File: src/rtl/cache_mem_arbiter.sv
// Arbitrates the shared RAM port between icache and dcache.
// dcache has fixed priority; a starvation counter bounds icache wait.
module cache_mem_arbiter #(
   parameter int WORD_W     = 32,
   parameter int STARVE_MAX = 4
) (
   input  logic              CLK,
   input  logic              nRST,
   input  logic              iREN,
   input  logic [WORD_W-1:0] iaddr,
   output logic              iwait,
   output logic [WORD_W-1:0] iload,
   input  logic              dREN,
   input  logic              dWEN,
   input  logic [WORD_W-1:0] daddr,
   input  logic [WORD_W-1:0] dstore,
   output logic              dwait,
   output logic [WORD_W-1:0] dload,
   output logic              ramREN,
   output logic              ramWEN,
   output logic [WORD_W-1:0] ramaddr,
   output logic [WORD_W-1:0] ramstore,
   input  logic [WORD_W-1:0] ramload,
   input  logic [1:0]        ramstate,
   output logic              arb_err
);

   localparam int CW = $clog2(STARVE_MAX + 1);
   localparam logic [CW-1:0] SMAX = CW'(STARVE_MAX);
   localparam logic [1:0] RS_ACCESS = 2'd2;
   localparam logic [1:0] RS_ERROR  = 2'd3;

   typedef enum logic [1:0] {
      IDLE  = 2'd0,
      GNT_D = 2'd1,
      GNT_I = 2'd2
   } state_t;

   state_t        state, nstate;
   logic [CW-1:0] starve_cnt, starve_nxt;
   logic          dreq;

   assign dreq  = dREN | dWEN;
   assign iload = ramload;
   assign dload = ramload;

   always_ff @(posedge CLK or negedge nRST) begin
      if (!nRST) begin
         state      <= IDLE;
         starve_cnt <= '0;
      end else begin
         state      <= nstate;
         starve_cnt <= starve_nxt;
      end
   end

   always_comb begin
      nstate     = state;
      starve_nxt = starve_cnt;
      ramREN     = 1'b0;
      ramWEN     = 1'b0;
      ramaddr    = '0;
      ramstore   = '0;
      iwait      = 1'b1;
      dwait      = 1'b1;
      arb_err    = 1'b0;
      unique case (state)
         IDLE: begin
            if (starve_cnt == SMAX && iREN) begin
               nstate     = GNT_I;
               starve_nxt = '0;
            end else if (dreq) begin
               nstate = GNT_D;
               if (iREN && starve_cnt != SMAX)
                  starve_nxt = starve_cnt + 1'b1;
            end else if (iREN) begin
               nstate     = GNT_I;
               starve_nxt = '0;
            end
         end
         GNT_D: begin
            ramaddr  = daddr;
            ramstore = dstore;
            ramWEN   = dWEN;
            ramREN   = dREN & ~dWEN;
            if (ramstate == RS_ACCESS) begin
               dwait  = 1'b0;
               nstate = IDLE;
            end else if (ramstate == RS_ERROR) begin
               arb_err = 1'b1;
               nstate  = IDLE;
            end else if (!dreq) begin
               nstate = IDLE;
            end
         end
         GNT_I: begin
            ramaddr = iaddr;
            ramREN  = iREN;
            if (ramstate == RS_ACCESS) begin
               iwait  = 1'b0;
               nstate = IDLE;
            end else if (ramstate == RS_ERROR) begin
               arb_err = 1'b1;
               nstate  = IDLE;
            end else if (!iREN) begin
               nstate = IDLE;
            end
         end
         default: nstate = IDLE;
      endcase
   end

endmodule

File: config.mk
export PLATFORM = sky130hd
export DESIGN_NAME = cache_mem_arbiter
export DESIGN_NICKNAME = d
export VERILOG_FILES = /design/src/rtl/cache_mem_arbiter.sv
export SDC_FILE = /design/constraint.sdc
export NUM_CORES = 1
export LEC_CHECK = 0
export ABC_AREA = 1
export BUFFER_PORTS_ARGS = -buffer_cell sky130_fd_sc_hd__buf_4
export CAP_MARGIN = 20
export CORE_AREA = 2 2 105 107
export CTS_BUF_LIST = sky130_fd_sc_hd__clkbuf_8
export CTS_CLUSTER_DIAMETER = 40
export DETAILED_ROUTE_END_ITERATION = 10
export DIE_AREA = 0 0 107 109
export GPL_ROUTABILITY_DRIVEN = 0
export GPL_TIMING_DRIVEN = 0
export SKIP_LAST_GASP = 1
export SLEW_MARGIN = 25
export SYNTH_ARGS = -nofsm -noshare
export SYNTH_HDL_FRONTEND = slang
export SYNTH_SLANG_ARGS = --single-unit
export TNS_END_PERCENT = 10
File: constraint.sdc
create_clock -name CLK -period 3.3 [get_ports CLK]
set_input_delay 0.33 -clock CLK [delete_from_list [all_inputs] [get_ports CLK]]
set_output_delay 0.33 -clock CLK [all_outputs]
set_load 0.05 [all_outputs]
### After elaboration in Yosys (flattened, before gate mapping)

Cells that the tools add are included.

* flip-flop bits (word level): 5
* input port bits: 135
* output and inout port bits: 133
* word-level logic and storage cells: 47

* $add $sub $neg: 1
* equal/unequal tests: 10
* mux-type cells: 24
* bitwise operators: 3
* reductions and logical operators: 7

Operators with widths (number)
* $pmux 32 s2: 1
* $mux 32: 1
* $mux 2: 9
* $mux 3: 4
* $ne 4x4->1 const B: 3
* $mux 1: 7
* $eq 2x2->1 const B: 3
* $pmux 2 s3: 1
* $reduce_and 3->1: 2
* $add 3x1->3 const B: 1
* $eq 3x3->1 const B: 1
* $ne 3x1->1 const B: 1
* $ne 3x3->1 const B: 1
* $reduce_bool 3->1: 1
* $eq 2x1->1 const B: 1
* $logic_and 1x1->1: 2
* $logic_not 2->1: 1
* $pmux 1 s2: 1
* $reduce_or 2->1: 1
* $and 1x1->1: 1
* $not 1->1: 1
* $or 1x1->1: 1

### Longest topological paths before layout

Gate-level depths: netlist of the first run.

* depth in word-level cells: 5
* depth in mapped cells: 9

### Worst setup path before layout of the first run

Ideal clock, no wire load.

* path type: flip-flop to output port
* start: register state[0]
* end: output arb_err
* arrival time: 1919 ps
* data required time: 2970 ps
* slack: 1051 ps
* stages on the path, launching flop included: 5
* buffers on the path: 0
* cells stage by stage: dfrtp_1 > inv_1 > ha_1 > clkinv_1 > nor3_1

* longest elaborated chain between the ends: 3
* elaborated cells between the ends (all ways): 4

RTL lines
* start, declared: line 39 `state_t state, nstate;`
* start signal, assigned: line 52 `state <= nstate;`
* $eq 2x2->1 / $eq 2x1->1 (equally long branches): line 67 `unique case (state)`
* $reduce_or 2->1 (no source line) *
* $mux 1 *
* end, declared: line 25 `output logic arb_err`

Every way passes the cells marked *; elsewhere a longest branch is shown, timed or not.

### Final worst setup path of the first run

* start: register state[0]
* end: output ramaddr[17]

* longest elaborated chain between the ends: 2
* elaborated cells between the ends (all ways): 3

RTL lines
* $eq 2x2->1 / $eq 2x1->1 (equally long branches): line 67
* $pmux 32 s2 *: line 67
* end, declared: line 21 `output logic [WORD_W-1:0] ramaddr,`

Marked as above.

==> results of run 1 <==
sequential cells by signal, indices dropped and copies added, names as in the netlist:
register and flops:
state 2, starve_cnt 3
metal layers:
layer	track usage, %	part of all wire (%)	vias up	wire [um]
li1	-	-	1292	-
met1	12.0	36	1051	2680
met2	22.3	56	114	4100
met3	1.49	8.0	0	587
met4	1.58	0	0	0
met5	0	0	-	0
per-stage QoR:
stage | utilization [%] | area, um2
after floorplan | - | 1580
after global placement | 33.2 | 3520
after detailed placement | 33.2 | 3520
after CTS | 33.7 | 3570
after global routing | 33.7 | 3570
final | 33.7 | 3570
synth_stat cells, types with 2 or more instances:
master / number / area share [%]
sky130_fd_sc_hd__a21oi_1: 34 / 11
sky130_fd_sc_hd__buf_4: 65 / 31
sky130_fd_sc_hd__clkbuf_1: 3 / 0.71
sky130_fd_sc_hd__nor2_1: 4 / 0.95
sky130_fd_sc_hd__ha_1: 5 / 4.0
sky130_fd_sc_hd__dfrtp_1: 5 / 7.9
sky130_fd_sc_hd__buf_2: 9 / 2.9
sky130_fd_sc_hd__nand2_1: 109 / 26
sky130_fd_sc_hd__inv_1: 44 / 10
sky130_fd_sc_hd__o21ai_0: 2 / 0.63
sky130_fd_sc_hd__nand3_1: 10 / 3.2
worst min-delay path by stage:
stage	start	to	depth (start not counted)
global placement	nRST	starve_cnt[1]$_DFFE_PN0P_	1
global route	nRST	starve_cnt[0]$_DFFE_PN0P_	2
floorplan	nRST	starve_cnt[0]$_DFFE_PN0P_	0
CTS	nRST	starve_cnt[0]$_DFFE_PN0P_	2
finish	nRST	starve_cnt[0]$_DFFE_PN0P_	2
detailed placement	nRST	starve_cnt[0]$_DFFE_PN0P_	1
final cells by class:
class | instances | area (um2) | area share [%]
buffer | 78 | 556 | 15.5
clock buffer | 3 | 41.3 | 1.16
clock inverter | 1 | 3.75 | 0.105
inverter | 45 | 169 | 4.73
multi-input combinational | 166 | 731 | 20.4
sequential | 5 | 125 | 3.50
tap | 140 | 175 | 4.90
timing repair buffer | 236 | 1770 | 49.6
power breakdown:
part / internal, mW / leakage (nW) / switching [mW]
clock network: 0.0797 / 0.0269 / 0.0295
registers: 0.0877 / 0.0641 / 0.0178
logic: 0.718 / 2.13 / 1.74
cells in the final DEF (no fill, tap or decap), types with 2 or more instances in the layout:
cell type,instances
sky130_fd_sc_hd__a21oi_1,34
sky130_fd_sc_hd__inv_1,45
sky130_fd_sc_hd__clkbuf_1,3
sky130_fd_sc_hd__nand3_1,10
sky130_fd_sc_hd__o21ai_0,2
sky130_fd_sc_hd__nand2_1,109
sky130_fd_sc_hd__clkbuf_8,3
sky130_fd_sc_hd__ha_1,5
sky130_fd_sc_hd__buf_4,300
sky130_fd_sc_hd__dfrtp_1,5
sky130_fd_sc_hd__buf_2,9
sky130_fd_sc_hd__nor2_1,4
cells by family (layout without fill, tap and decap cells):
family | count (synthesis) | count (layout) | synth area share, %
AO/OA/AOI/OAI | 36 | 36 | 11.4
buffers and inverters | 123 | 363 | 45.8
flip-flops | 5 | 5 | 7.92
AND/OR/NAND/NOR | 124 | 124 | 30.3
adder cells (fa/ha/maj) | 5 | 5 | 3.96
XOR/XNOR | 1 | 1 | 0.554
worst max-delay path, stage by stage (launching register included):
cell	delay, ns
sky130_fd_sc_hd__dfrtp_1	0.36
sky130_fd_sc_hd__inv_1	0.07
sky130_fd_sc_hd__ha_1	0.28
sky130_fd_sc_hd__clkinv_1	0.20
sky130_fd_sc_hd__clkbuf_1	0.33
sky130_fd_sc_hd__a21oi_1	0.25
sky130_fd_sc_hd__buf_4	0.23
==> impl_metrics.prom, run 1 <==
# TYPE chip_impl_metric gauge
chip_impl_info{name="status",value="completed"} 1
chip_impl_metric{name="areaGrowthSynthToFinish",unit="%"} 126
chip_impl_metric{name="data_arrival_time_of_the_critical_path",unit="ns"} 1.94
chip_impl_metric{name="stdcell_count",unit=""} 674
chip_impl_info{name="cp-start-kind",value="flip-flop"} 1
chip_impl_metric{name="number_of_sinks_handled_by_clock_tree_synthesis",unit=""} 5
chip_impl_info{name="timing.setup.critical_path_class",value="reg -> out"} 1
chip_impl_metric{name="final_layout_size_suffix_gt1_share",unit="%"} 58.6
chip_impl_metric{name="pin_count",unit=""} 268
chip_impl_info{name="critPathCaptureType",value="primary output"} 1
chip_impl_metric{name="max_cap_viol_count",unit=""} 0
chip_impl_metric{name="yosysWarningCount",unit=""} 0
chip_impl_metric{name="synth-seq-cells",unit=""} 5
chip_impl_metric{name="fin_nets",unit=""} 675
chip_impl_metric{name="wl_cell",unit="um"} 10.9
chip_impl_metric{name="fp.coreArea",unit="mm2"} 0.0106
chip_impl_metric{name="post-route-period-util",unit="%"} 68.9
chip_impl_metric{name="tightestPinTransition",unit="ns"} 0.537
chip_impl_metric{name="totalWireLength",unit="mm"} 7.37
chip_impl_metric{name="die_area",unit="mm2"} 0.0117
chip_impl_metric{name="drt_first_iter_violations",unit=""} 118
chip_impl_metric{name="synth-async-reset-ratio",unit="%"} 100
chip_impl_metric{name="cts_max_path_buffers",unit=""} 2
chip_impl_metric{name="achievable-frequency",unit="GHz"} 0.440
chip_impl_metric{name="clkLatencyLatePin",unit="ns"} 0.22
chip_impl_metric{name="num_rows",unit=""} 38
chip_impl_metric{name="n_fill_cell",unit=""} 1151
chip_impl_metric{name="clock_tree.htree_level_count",unit=""} 1
chip_impl_info{name="critPathLaunch",value="state[0]$_DFFE_PN0P_"} 1
chip_impl_metric{name="leakage",unit="nW"} 2.22
chip_impl_metric{name="antenna_cells",unit=""} 0
chip_impl_metric{name="ys_seq_area_share",unit="%"} 7.92
chip_impl_info{name="root_buffer",value="sky130_fd_sc_hd__clkbuf_8"} 1
chip_impl_metric{name="synthesis.instances",unit=""} 294
chip_impl_metric{name="r2r_setup_slack",unit="ns"} 1.95
chip_impl_metric{name="syn_area",unit="mm2"} 0.00158
chip_impl_info{name="cp-endpoint",value="ramaddr[17]"} 1
chip_impl_metric{name="setup_viol",unit=""} 0
chip_impl_info{name="dominantRegCellSynth",value="sky130_fd_sc_hd__dfrtp_1"} 1
chip_impl_metric{name="cts_repair_resize_count",unit=""} 0
chip_impl_metric{name="synth_cell_type_count",unit=""} 15
chip_impl_metric{name="detail_route.drc_violations",unit=""} 0
chip_impl_metric{name="dp.cells",unit=""} 669
chip_impl_info{name="worstReg2RegStart",value="state[0]$_DFFE_PN0P_"} 1
chip_impl_metric{name="grt_use_total",unit="%"} 10.9
chip_impl_metric{name="cts_hold_repair.buffers",unit=""} 1
chip_impl_metric{name="relSlewSlack",unit="%"} 64.2
chip_impl_metric{name="detail_route.vias_per_cell",unit=""} 3.65
chip_impl_metric{name="port_buffers",unit=""} 235
chip_impl_info{name="cts_tree",value="built"} 1
chip_impl_metric{name="drtPass1Iterations",unit=""} 4
chip_impl_metric{name="postLayoutSetupSlackWorst",unit="ns"} 1.03
chip_impl_metric{name="first_global_vias",unit=""} 2225
chip_impl_metric{name="crit_fanout",unit=""} 10
chip_impl_metric{name="postSynthNetCount",unit=""} 434
chip_impl_metric{name="post-layout-total-power",unit="mW"} 2.67
chip_impl_metric{name="syn_area_per_cell",unit="um2"} 5.38
chip_impl_metric{name="post_cts_buffers",unit=""} 0
chip_impl_metric{name="hpwlAfterDp",unit="mm"} 6.42
chip_impl_metric{name="die_x_extent",unit="um"} 107
chip_impl_metric{name="finalClockSkew",unit="ns"} 0.000212
chip_impl_metric{name="power.density",unit="mW/mm2"} 746
chip_impl_metric{name="totalNegativeSetupSlack",unit="ns"} 0
chip_impl_metric{name="synth-edff-count",unit=""} 0
chip_impl_metric{name="number_of_antenna_violations_at_the_first_check_in_global_routing",unit=""} 0
chip_impl_metric{name="hold_violation_count_in_the_final_report",unit=""} 0
chip_impl_metric{name="path_clk_slew",unit="ns"} 0.03
chip_impl_metric{name="grt_pass1_wl",unit="mm"} 10.4
chip_impl_metric{name="route.antenna.remaining_nets",unit=""} 0
chip_impl_metric{name="grt-ovfl-total",unit=""} 0
chip_impl_metric{name="starting_density",unit="%"} 14.9
chip_impl_metric{name="numCtsBuffers",unit=""} 3
chip_impl_info{name="worstReg2RegEnd",value="state[0]$_DFFE_PN0P_"} 1
chip_impl_metric{name="grt_start_max_net_pins",unit=""} 11
chip_impl_metric{name="dpl_worst_slack",unit="ns"} 1.20
chip_impl_metric{name="vdd_ir_drop_max",unit="mV"} 0.325
chip_impl_metric{name="floorplan.die.height",unit="um"} 109
chip_impl_metric{name="ff2ff_path_depth",unit=""} 9
chip_impl_info{name="hold_class",value="in -> async"} 1
chip_impl_info{name="unrepaired_setup_endpoints_after_global_routing",value="false"} 1
chip_impl_metric{name="critPathRequiredTime",unit="ns"} 2.97
chip_impl_metric{name="finalMaxSlewViolations",unit=""} 0
chip_impl_metric{name="route.vias.total",unit=""} 2457
chip_impl_metric{name="holdWs",unit="ns"} 0.449
chip_impl_metric{name="finalCriticalPeriod",unit="ns"} 2.27
Power figures use the tool's default switching activity.
==> run 2, diff against run 1 <==
--- a/config.mk
+++ b/config.mk
@@ -5,14 +5,14 @@
 export SDC_FILE = /design/constraint.sdc
 export NUM_CORES = 1
 export LEC_CHECK = 0
-export ABC_AREA = 1
+export ABC_AREA = 0
 export BUFFER_PORTS_ARGS = -buffer_cell sky130_fd_sc_hd__buf_4
 export CAP_MARGIN = 20
-export CORE_AREA = 2 2 105 107
+export CORE_AREA = 2 2 103 105
 export CTS_BUF_LIST = sky130_fd_sc_hd__clkbuf_8
 export CTS_CLUSTER_DIAMETER = 40
 export DETAILED_ROUTE_END_ITERATION = 10
-export DIE_AREA = 0 0 107 109
+export DIE_AREA = 0 0 105 107
 export GPL_ROUTABILITY_DRIVEN = 0
 export GPL_TIMING_DRIVEN = 0
 export SKIP_LAST_GASP = 1
==> constraint.sdc (replaced) <==
create_clock -name CLK -period 2.1 [get_ports CLK]
set_input_delay 0.21 -clock CLK [delete_from_list [all_inputs] [get_ports CLK]]
set_output_delay 0.21 -clock CLK [all_outputs]
set_load 0.05 [all_outputs]
==> impl_metrics.prom, run 2 <==
# TYPE chip_impl_metric gauge
chip_impl_metric{name="antenna_cells",unit=""} 0
chip_impl_metric{name="stdcell_count",unit=""} 595
chip_impl_metric{name="leakage",unit="nW"} 1.95
chip_impl_metric{name="relSlewSlack",unit="%"} 80.3
chip_impl_info{name="hold_end",value="starve_cnt[0]$_DFFE_PN0P_"} 1
chip_impl_metric{name="synth-seq-cells",unit=""} 5
chip_impl_info{name="dominantRegCellSynth",value="sky130_fd_sc_hd__dfrtp_1"} 1
chip_impl_metric{name="post-route-period-util",unit="%"} 95.1
chip_impl_metric{name="post_synth_and_or_nand_nor_area_fraction",unit="%"} 32.5
chip_impl_metric{name="hpwlAfterDp",unit="mm"} 6.36
chip_impl_metric{name="cts_max_path_buffers",unit=""} 2
chip_impl_metric{name="starting_density",unit="%"} 15.7
chip_impl_metric{name="first_global_vias",unit=""} 2252
chip_impl_metric{name="post_synth_mux_area_share",unit="%"} 0
chip_impl_metric{name="worst-path-buf-inv",unit=""} 3
chip_impl_metric{name="grt_start_max_net_pins",unit=""} 11
chip_impl_metric{name="drtPass1Iterations",unit=""} 4
chip_impl_metric{name="clkLatencyLatePin",unit="ns"} 0.22
chip_impl_metric{name="grt.met3_usage",unit="%"} 2.67
chip_impl_metric{name="fin_nets",unit=""} 600
chip_impl_metric{name="power.density",unit="mW/mm2"} 1120
chip_impl_metric{name="die_area",unit="mm2"} 0.0112
chip_impl_metric{name="synth_xor_xnor_area_share",unit="%"} 0
chip_impl_info{name="critical_path_cell_by_cell",value="inv_1 > ha_1 > clkbuf_2 > nor2b_1 > buf_4"} 1
chip_impl_metric{name="syn_area",unit="mm2"} 0.00159
chip_impl_metric{name="largest_register_ff_count",unit=""} 3
chip_impl_metric{name="num_rows",unit=""} 37
chip_impl_metric{name="path_clk_slew",unit="ns"} 0.04
chip_impl_metric{name="postPlaceCellArea",unit="mm2"} 0.00351
chip_impl_info{name="most_common_cell_after_layout_fill_and_taps_aside",value="sky130_fd_sc_hd__buf_4"} 1
chip_impl_metric{name="grtUsageMet1",unit="%"} 11.9
chip_impl_metric{name="finalCriticalPeriod",unit="ns"} 2.00
chip_impl_metric{name="ys_seq_area_share",unit="%"} 7.88
chip_impl_metric{name="die_x_extent",unit="um"} 105
chip_impl_metric{name="vdd_ir_drop_max",unit="mV"} 0.481
chip_impl_info{name="largest_registers",value="starve_cnt: 3 flops, state: 2 flops"} 1
chip_impl_metric{name="clock_tree.htree_level_count",unit=""} 1
chip_impl_metric{name="number_of_sinks_handled_by_clock_tree_synthesis",unit=""} 5
chip_impl_metric{name="fp.coreArea",unit="mm2"} 0.0101
chip_impl_metric{name="wl_cell",unit="um"} 12.1
chip_impl_metric{name="numCtsBuffers",unit=""} 3
chip_impl_metric{name="route.vias.total",unit=""} 2307
chip_impl_metric{name="data_arrival_time_of_the_critical_path",unit="ns"} 1.79
chip_impl_metric{name="detail_route.vias_per_cell",unit=""} 3.88
chip_impl_info{name="cp-start-kind",value="flip-flop"} 1
chip_impl_metric{name="synth_cell_type_count",unit=""} 27
chip_impl_metric{name="post_cts_buffers",unit=""} 0
chip_impl_metric{name="critical_path_depth",unit=""} 5
chip_impl_metric{name="max_cap_viol_count",unit=""} 0
chip_impl_metric{name="ff2ff_path_depth",unit=""} 6
chip_impl_info{name="mostFrequentLayoutCells",value="299 x sky130_fd_sc_hd__buf_4, 34 x sky130_fd_sc_hd__nor2b_1, 34 x sky130_fd_sc_hd__and2_1"} 1
chip_impl_metric{name="floorplan.die.height",unit="um"} 107
chip_impl_metric{name="synth-edff-count",unit=""} 0
chip_impl_metric{name="grt_pass1_wl",unit="mm"} 10.5
chip_impl_metric{name="synthAdderAreaFrac",unit="%"} 3.94
chip_impl_metric{name="number_of_antenna_violations_at_the_first_check_in_global_routing",unit=""} 0
chip_impl_metric{name="comb_power_share",unit="%"} 91.5
chip_impl_metric{name="achievable-frequency",unit="GHz"} 0.501
chip_impl_info{name="unrepaired_setup_endpoints_after_global_routing",value="true"} 1
chip_impl_metric{name="detail_route.drc_violations",unit=""} 0
chip_impl_info{name="worst_hold_startpoint",value="iREN"} 1
chip_impl_metric{name="critPathRequiredTime",unit="ns"} 1.89
chip_impl_info{name="cts_tree",value="built"} 1
chip_impl_metric{name="grt-ovfl-total",unit=""} 0
chip_impl_metric{name="dp.cells",unit=""} 590
chip_impl_metric{name="drt_first_iter_violations",unit=""} 86
chip_impl_metric{name="seq_power_share",unit="%"} 4.2
chip_impl_info{name="timing.setup.critical_path_class",value="reg -> out"} 1
chip_impl_info{name="root_buffer",value="sky130_fd_sc_hd__clkbuf_8"} 1
chip_impl_metric{name="crit_path_max_incr_delay",unit="ns"} 0.45
chip_impl_metric{name="setup_viol",unit=""} 0
chip_impl_info{name="ranking_of_synthesized_cells_by_instance_count",value="64 x sky130_fd_sc_hd__buf_4, 34 x sky130_fd_sc_hd__and2_1, 34 x sky130_fd_sc_hd__nor2b_1"} 1
chip_impl_metric{name="totalWireLength",unit="mm"} 7.19
chip_impl_info{name="synth_top_family_by_area",value="buffers and inverters"} 1
chip_impl_metric{name="areaGrowthSynthToFinish",unit="%"} 126
chip_impl_metric{name="synthesis.instances",unit=""} 220
chip_impl_info{name="critPathCaptureType",value="primary output"} 1
chip_impl_metric{name="grt_use_total",unit="%"} 11.3
chip_impl_metric{name="syn_area_per_cell",unit="um2"} 7.22
chip_impl_info{name="worstReg2RegEnd",value="state[1]$_DFFE_PN0P_"} 1
chip_impl_info{name="yosys.area.top_type",value="sky130_fd_sc_hd__buf_4"} 1
chip_impl_info{name="hold_class",value="in -> reg"} 1
chip_impl_info{name="slowest_stage",value="sky130_fd_sc_hd__ha_1"} 1
chip_impl_metric{name="switching_power",unit="mW"} 2.47
chip_impl_info{name="grt-busiest-layer",value="met2"} 1
chip_impl_metric{name="tightestPinTransition",unit="ns"} 0.292
chip_impl_info{name="crit_family",value="buffers and inverters"} 1
chip_impl_metric{name="crit_fanout",unit=""} 10
chip_impl_metric{name="power_report.internal_total",unit="mW"} 1.53
chip_impl_metric{name="pin_count",unit=""} 268
chip_impl_metric{name="yosysWarningCount",unit=""} 0
chip_impl_metric{name="route.antenna.remaining_nets",unit=""} 0
chip_impl_metric{name="finalClockSkew",unit="ns"} 0.00192
chip_impl_info{name="largest_register",value="starve_cnt"} 1
chip_impl_metric{name="power.switching_fraction",unit="%"} 61.7
chip_impl_info{name="yosys-top-cells-area",value="sky130_fd_sc_hd__buf_4 30%, sky130_fd_sc_hd__a22oi_1 15%, sky130_fd_sc_hd__and2_1 13%, sky130_fd_sc_hd__nor2b_1 13%, sky130_fd_sc_hd__dfrtp_1 7.9%"} 1
chip_impl_metric{name="r2r_setup_slack",unit="ns"} 0.62
chip_impl_metric{name="synth_compound_gate_area_share",unit="%"} 19.5
chip_impl_metric{name="final_design_area_no_fill",unit="mm2"} 0.00358
chip_impl_metric{name="synth_top_area_share",unit="%"} 30.3
chip_impl_info{name="status",value="completed"} 1
chip_impl_metric{name="final_layout_size_suffix_gt1_share",unit="%"} 68.8
chip_impl_metric{name="port_buffers",unit=""} 234
chip_impl_info{name="worstReg2RegStart",value="state[0]$_DFFE_PN0P_"} 1
chip_impl_metric{name="globalRouteMet2Util",unit="%"} 23.2
chip_impl_metric{name="postSynthNetCount",unit=""} 360
chip_impl_info{name="yosysMostFrequentCell",value="sky130_fd_sc_hd__buf_4"} 1
chip_impl_metric{name="worst_hold_path_cells",unit=""} 3
chip_impl_metric{name="finalMaxSlewViolations",unit=""} 0
chip_impl_metric{name="p_clk_share",unit="%"} 4.3
chip_impl_metric{name="hold_violation_count_in_the_final_report",unit=""} 0
chip_impl_metric{name="synth-async-reset-ratio",unit="%"} 100
[run 2: changes by cell type in the layout (fill, tap and decap cells not counted), moves of 7 or more]
cell,change
sky130_fd_sc_hd__a21oi_1,-34
sky130_fd_sc_hd__nand2_1,-102
sky130_fd_sc_hd__nand3_1,-7
sky130_fd_sc_hd__and2_1,+34
sky130_fd_sc_hd__clkbuf_2,+7
sky130_fd_sc_hd__a22oi_1,+32
sky130_fd_sc_hd__nor2b_1,+34
sky130_fd_sc_hd__inv_1,-40
[run 2: repair_timing]
action | CTS | global route
endpoints found under the hold margin | 5 | 0
setup endpoints to repair | 38 | 56
hold buffers | 1 | 0
resized for setup | 2 | 13
[run 2: worst register-to-register path: cells and delay by family (launching register included)]
kind / cells / cell delay, ns
AO/OA/AOI/OAI: 2 / 0.40
flip-flops: 1 / 0.34
buffers and inverters: 2 / 0.21
AND/OR/NAND/NOR: 1 / 0.19
adder cells (fa/ha/maj): 1 / 0.20
[run 2: power groups by stage]
| stage | sequential, mW | clock, mW | combinational [mW] |
|---|---|---|---|
| CTS | 0.166 | 0.177 | 3.69 |
| global placement | 0.165 | 0 | 3.65 |
| global route | 0.172 | 0.185 | 3.88 |
| floorplan | 0.162 | 0 | 2.57 |
| finish | 0.167 | 0.172 | 3.66 |
| detailed placement | 0.168 | 0 | 3.67 |
[run 2: stage by stage]
step / setup TNS, ns / hold slack (ns) / utilization, % / worst slack [ns] / total power, mW
final: 0 / 0.282 / 35.5 / 0.103 / 4.00
after global routing: -0.114 / 0.297 / 35.5 / -0.0584 / 4.24
after CTS: -0.368 / 0.280 / 35.4 / -0.0289 / 4.03
after detailed placement: 0 / 0.0203 / 34.8 / 0.116 / 3.84
after global placement: 0 / 0.0162 / 34.8 / 0.133 / 3.82
after floorplan: 0 / -0.0856 / - / 0.168 / 2.74
[run 2: logic make-up (layout without fill, tap and decap cells)]
family	after synthesis	count (layout)
AND/OR/NAND/NOR	85	85
buffers and inverters	83	322
AO/OA/AOI/OAI	42	42
adder cells (fa/ha/maj)	5	5
flip-flops	5	5
[run 2: per-layer routing]
| layer | wire (um) | part of all wire (%) |
|---|---|---|
| met2 | 3930 | 55 |
| met1 | 2560 | 36 |
| met4 | 0 | 0 |
| met3 | 700 | 9.7 |
| met5 | 0 | 0 |
[run 2: cell type report]
class	count	area (um2)
well taps	136	170
plain buffers	79	571
clock buffers	3	41.3
fillers	1036	6510
flip-flops and latches	5	125
inverters	4	15.0
multi-input cells	132	890
repair buffers	235	1770
clock inverters	1	3.75
[run 2: how the worst max path moves through the flow]
stage                               startpoint            to  slack, ns
after CTS                 state[1]$_DFFE_PN0P_  ramstore[27]      -0.03
after floorplan           state[1]$_DFFE_PN0P_   ramaddr[10]       0.17
after global routing      state[0]$_DFFE_PN0P_   ramaddr[31]      -0.06
after detailed placement  state[0]$_DFFE_PN0P_   ramaddr[31]       0.12
after global placement    state[0]$_DFFE_PN0P_   ramaddr[31]       0.13
final                     state[0]$_DFFE_PN0P_   ramaddr[31]       0.10
==> run 3, diff against run 2 <==
==> constraint.sdc (replaced) <==
create_clock -name CLK -period 2.3 [get_ports CLK]
set_input_delay 0.23 -clock CLK [delete_from_list [all_inputs] [get_ports CLK]]
set_output_delay 0.23 -clock CLK [all_outputs]
set_load 0.05 [all_outputs]
==> impl_metrics.prom, run 3 (same netlist as run 2, synthesis figures left out) <==
# TYPE chip_impl_metric gauge
chip_impl_metric{name="stdcell_count",unit=""} 595
chip_impl_metric{name="clkLatencyLatePin",unit="ns"} 0.22
chip_impl_metric{name="areaGrowthSynthToFinish",unit="%"} 125
chip_impl_info{name="cp-start-kind",value="flip-flop"} 1
chip_impl_metric{name="data_arrival_time_of_the_critical_path",unit="ns"} 1.92
chip_impl_metric{name="post-route-period-util",unit="%"} 93.3
chip_impl_metric{name="num_rows",unit=""} 37
chip_impl_metric{name="setup_viol",unit=""} 0
chip_impl_metric{name="relSlewSlack",unit="%"} 67.1
chip_impl_metric{name="finalMaxSlewViolations",unit=""} 0
chip_impl_info{name="cts_tree",value="built"} 1
chip_impl_info{name="mostFrequentLayoutCells",value="298 x sky130_fd_sc_hd__buf_4, 34 x sky130_fd_sc_hd__nor2b_1, 34 x sky130_fd_sc_hd__and2_1"} 1
chip_impl_metric{name="path_clk_slew",unit="ns"} 0.04
chip_impl_metric{name="n_fill_cell",unit=""} 1064
chip_impl_metric{name="hold_violation_count_in_the_final_report",unit=""} 0
chip_impl_info{name="largest_registers",value="starve_cnt: 3 flops, state: 2 flops"} 1
chip_impl_metric{name="worst_hold_path_cells",unit=""} 3
chip_impl_metric{name="drtPass1Iterations",unit=""} 4
chip_impl_metric{name="die_x_extent",unit="um"} 105
chip_impl_metric{name="starting_density",unit="%"} 15.7
chip_impl_metric{name="route.antenna.remaining_nets",unit=""} 0
chip_impl_metric{name="route.vias.total",unit=""} 2350
chip_impl_metric{name="final_layout_size_suffix_gt1_share",unit="%"} 67.3
chip_impl_info{name="most_common_cell_after_layout_fill_and_taps_aside",value="sky130_fd_sc_hd__buf_4"} 1
chip_impl_metric{name="number_of_antenna_violations_at_the_first_check_in_global_routing",unit=""} 0
chip_impl_info{name="unrepaired_setup_endpoints_after_global_routing",value="true"} 1
chip_impl_metric{name="die_area",unit="mm2"} 0.0112
chip_impl_metric{name="tightestPinTransition",unit="ns"} 0.493
chip_impl_info{name="root_buffer",value="sky130_fd_sc_hd__clkbuf_8"} 1
chip_impl_metric{name="dp.cells",unit=""} 590
chip_impl_metric{name="ff2ff_path_depth",unit=""} 6
chip_impl_metric{name="detail_route.vias_per_cell",unit=""} 3.95
chip_impl_metric{name="clock_tree.htree_level_count",unit=""} 1
chip_impl_metric{name="first_global_vias",unit=""} 2194
chip_impl_info{name="critPathCaptureType",value="primary output"} 1
chip_impl_metric{name="grt-ovfl-total",unit=""} 0
chip_impl_metric{name="power.density",unit="mW/mm2"} 1020
chip_impl_info{name="status",value="completed"} 1
chip_impl_info{name="timing.setup.critical_path_class",value="reg -> out"} 1
chip_impl_metric{name="achievable-frequency",unit="GHz"} 0.466
chip_impl_metric{name="totalNegativeSetupSlack",unit="ns"} 0
chip_impl_metric{name="grt_start_max_net_pins",unit=""} 11
chip_impl_metric{name="wl_cell",unit="um"} 12.3
chip_impl_metric{name="detail_route.drc_violations",unit=""} 0
chip_impl_metric{name="number_of_sinks_handled_by_clock_tree_synthesis",unit=""} 5
chip_impl_metric{name="finalClockSkew",unit="ns"} 0.000952
chip_impl_metric{name="antenna_cells",unit=""} 0
chip_impl_metric{name="finalCriticalPeriod",unit="ns"} 2.15
chip_impl_metric{name="post_cts_buffers",unit=""} 0
chip_impl_metric{name="cts_max_path_buffers",unit=""} 2
chip_impl_metric{name="fin_nets",unit=""} 600
chip_impl_metric{name="numCtsBuffers",unit=""} 3
chip_impl_metric{name="critPathRequiredTime",unit="ns"} 2.07
chip_impl_metric{name="floorplan.die.height",unit="um"} 107
chip_impl_metric{name="port_buffers",unit=""} 234
chip_impl_info{name="largest_register",value="starve_cnt"} 1
chip_impl_metric{name="max_cap_viol_count",unit=""} 0
chip_impl_metric{name="vdd_ir_drop_max",unit="mV"} 0.493
chip_impl_metric{name="hpwlAfterDp",unit="mm"} 6.36
chip_impl_metric{name="crit_fanout",unit=""} 10
chip_impl_metric{name="grt_use_total",unit="%"} 11.1
chip_impl_metric{name="fp.coreArea",unit="mm2"} 0.0101
chip_impl_metric{name="largest_register_ff_count",unit=""} 3
chip_impl_info{name="hold_class",value="in -> reg"} 1
chip_impl_metric{name="grt_pass1_wl",unit="mm"} 10.3
chip_impl_metric{name="totalWireLength",unit="mm"} 7.33
chip_impl_metric{name="drt_first_iter_violations",unit=""} 75
chip_impl_metric{name="pin_count",unit=""} 268
chip_impl_metric{name="leakage",unit="nW"} 1.93
## run 3: cell count changes in the layout (fill, tap and decap cells not counted), sizes merged
cell and change:
buf +1, clkbuf -1
## run 3: layer usage
layer	part of all wire, %	track usage, %	vias up
met2	54	22.8	152
met1	35	11.3	1041
met3	10	2.67	8
met5	0	0	-
li1	-	-	1149
met4	0.70	2.19	0
## run 3: area by class of cell
cell class              count  area, um2  area share, %
repair buffers            235       1770           49.5
plain buffers              79        559           15.7
inverters                   4       15.0          0.420
multi-input cells         132        890           24.9
clock buffers               3       41.3           1.16
clock inverters             1       3.75          0.105
well taps                 136        170           4.77
flip-flops and latches      5        125           3.50
## run 3: metrics by stage
stage               utilization, %  setup WS (ns)  power (mW)  hold WS, ns  instance area [um2]
global placement              34.8          0.327        3.48       0.0353                 3510
global route                  35.4        -0.0105        3.84        0.322                 3570
CTS                           35.4         0.0891        3.69        0.305                 3570
finish                        35.4          0.154        3.65        0.312                 3570
floorplan                        -         0.0128        2.50      -0.0656                 1590
detailed placement            34.8          0.325        3.51       0.0361                 3510
## run 3: critical path: stages, from the launching register on
cell and delay (ns):
sky130_fd_sc_hd__dfrtp_1 0.37, sky130_fd_sc_hd__inv_1 0.09, sky130_fd_sc_hd__ha_1 0.26, sky130_fd_sc_hd__buf_1 0.42
sky130_fd_sc_hd__a22oi_1 0.14, sky130_fd_sc_hd__nor2b_1 0.18, sky130_fd_sc_hd__buf_4 0.22
## run 3: path summary, 6_finish.rpt
kind | from | slack, ns | end
hold / removal | iREN | 0.31 | starve_cnt[1]$_DFFE_PN0P_
setup reg to reg | state[0]$_DFFE_PN0P_ | 0.76 | state[1]$_DFFE_PN0P_
setup / recovery | state[1]$_DFFE_PN0P_ | 0.15 | ramaddr[7]
min in group asynchronous | nRST | 0.35 | starve_cnt[0]$_DFFE_PN0P_
hold reg to reg | starve_cnt[1]$_DFFE_PN0P_ | 0.52 | starve_cnt[1]$_DFFE_PN0P_
max in group asynchronous | nRST | 1.85 | state[0]$_DFFE_PN0P_
## run 3: timing repair
action | 4_1_cts | 5_1_grt
endpoints found under the setup margin | 0 | 3
hold endpoints to repair | 5 | 0
hold buffers | 1 | 0
gates resized for setup | 0 | 2
## run 3: power breakdown
| part | switching (mW) | internal, mW | total, mW |
|---|---|---|---|
| sequential | 0.0256 | 0.127 | 0.152 |
| clock | 0.0453 | 0.115 | 0.160 |
| combinational | 2.20 | 1.14 | 3.33 |
| total | 2.27 | 1.38 | 3.65 |
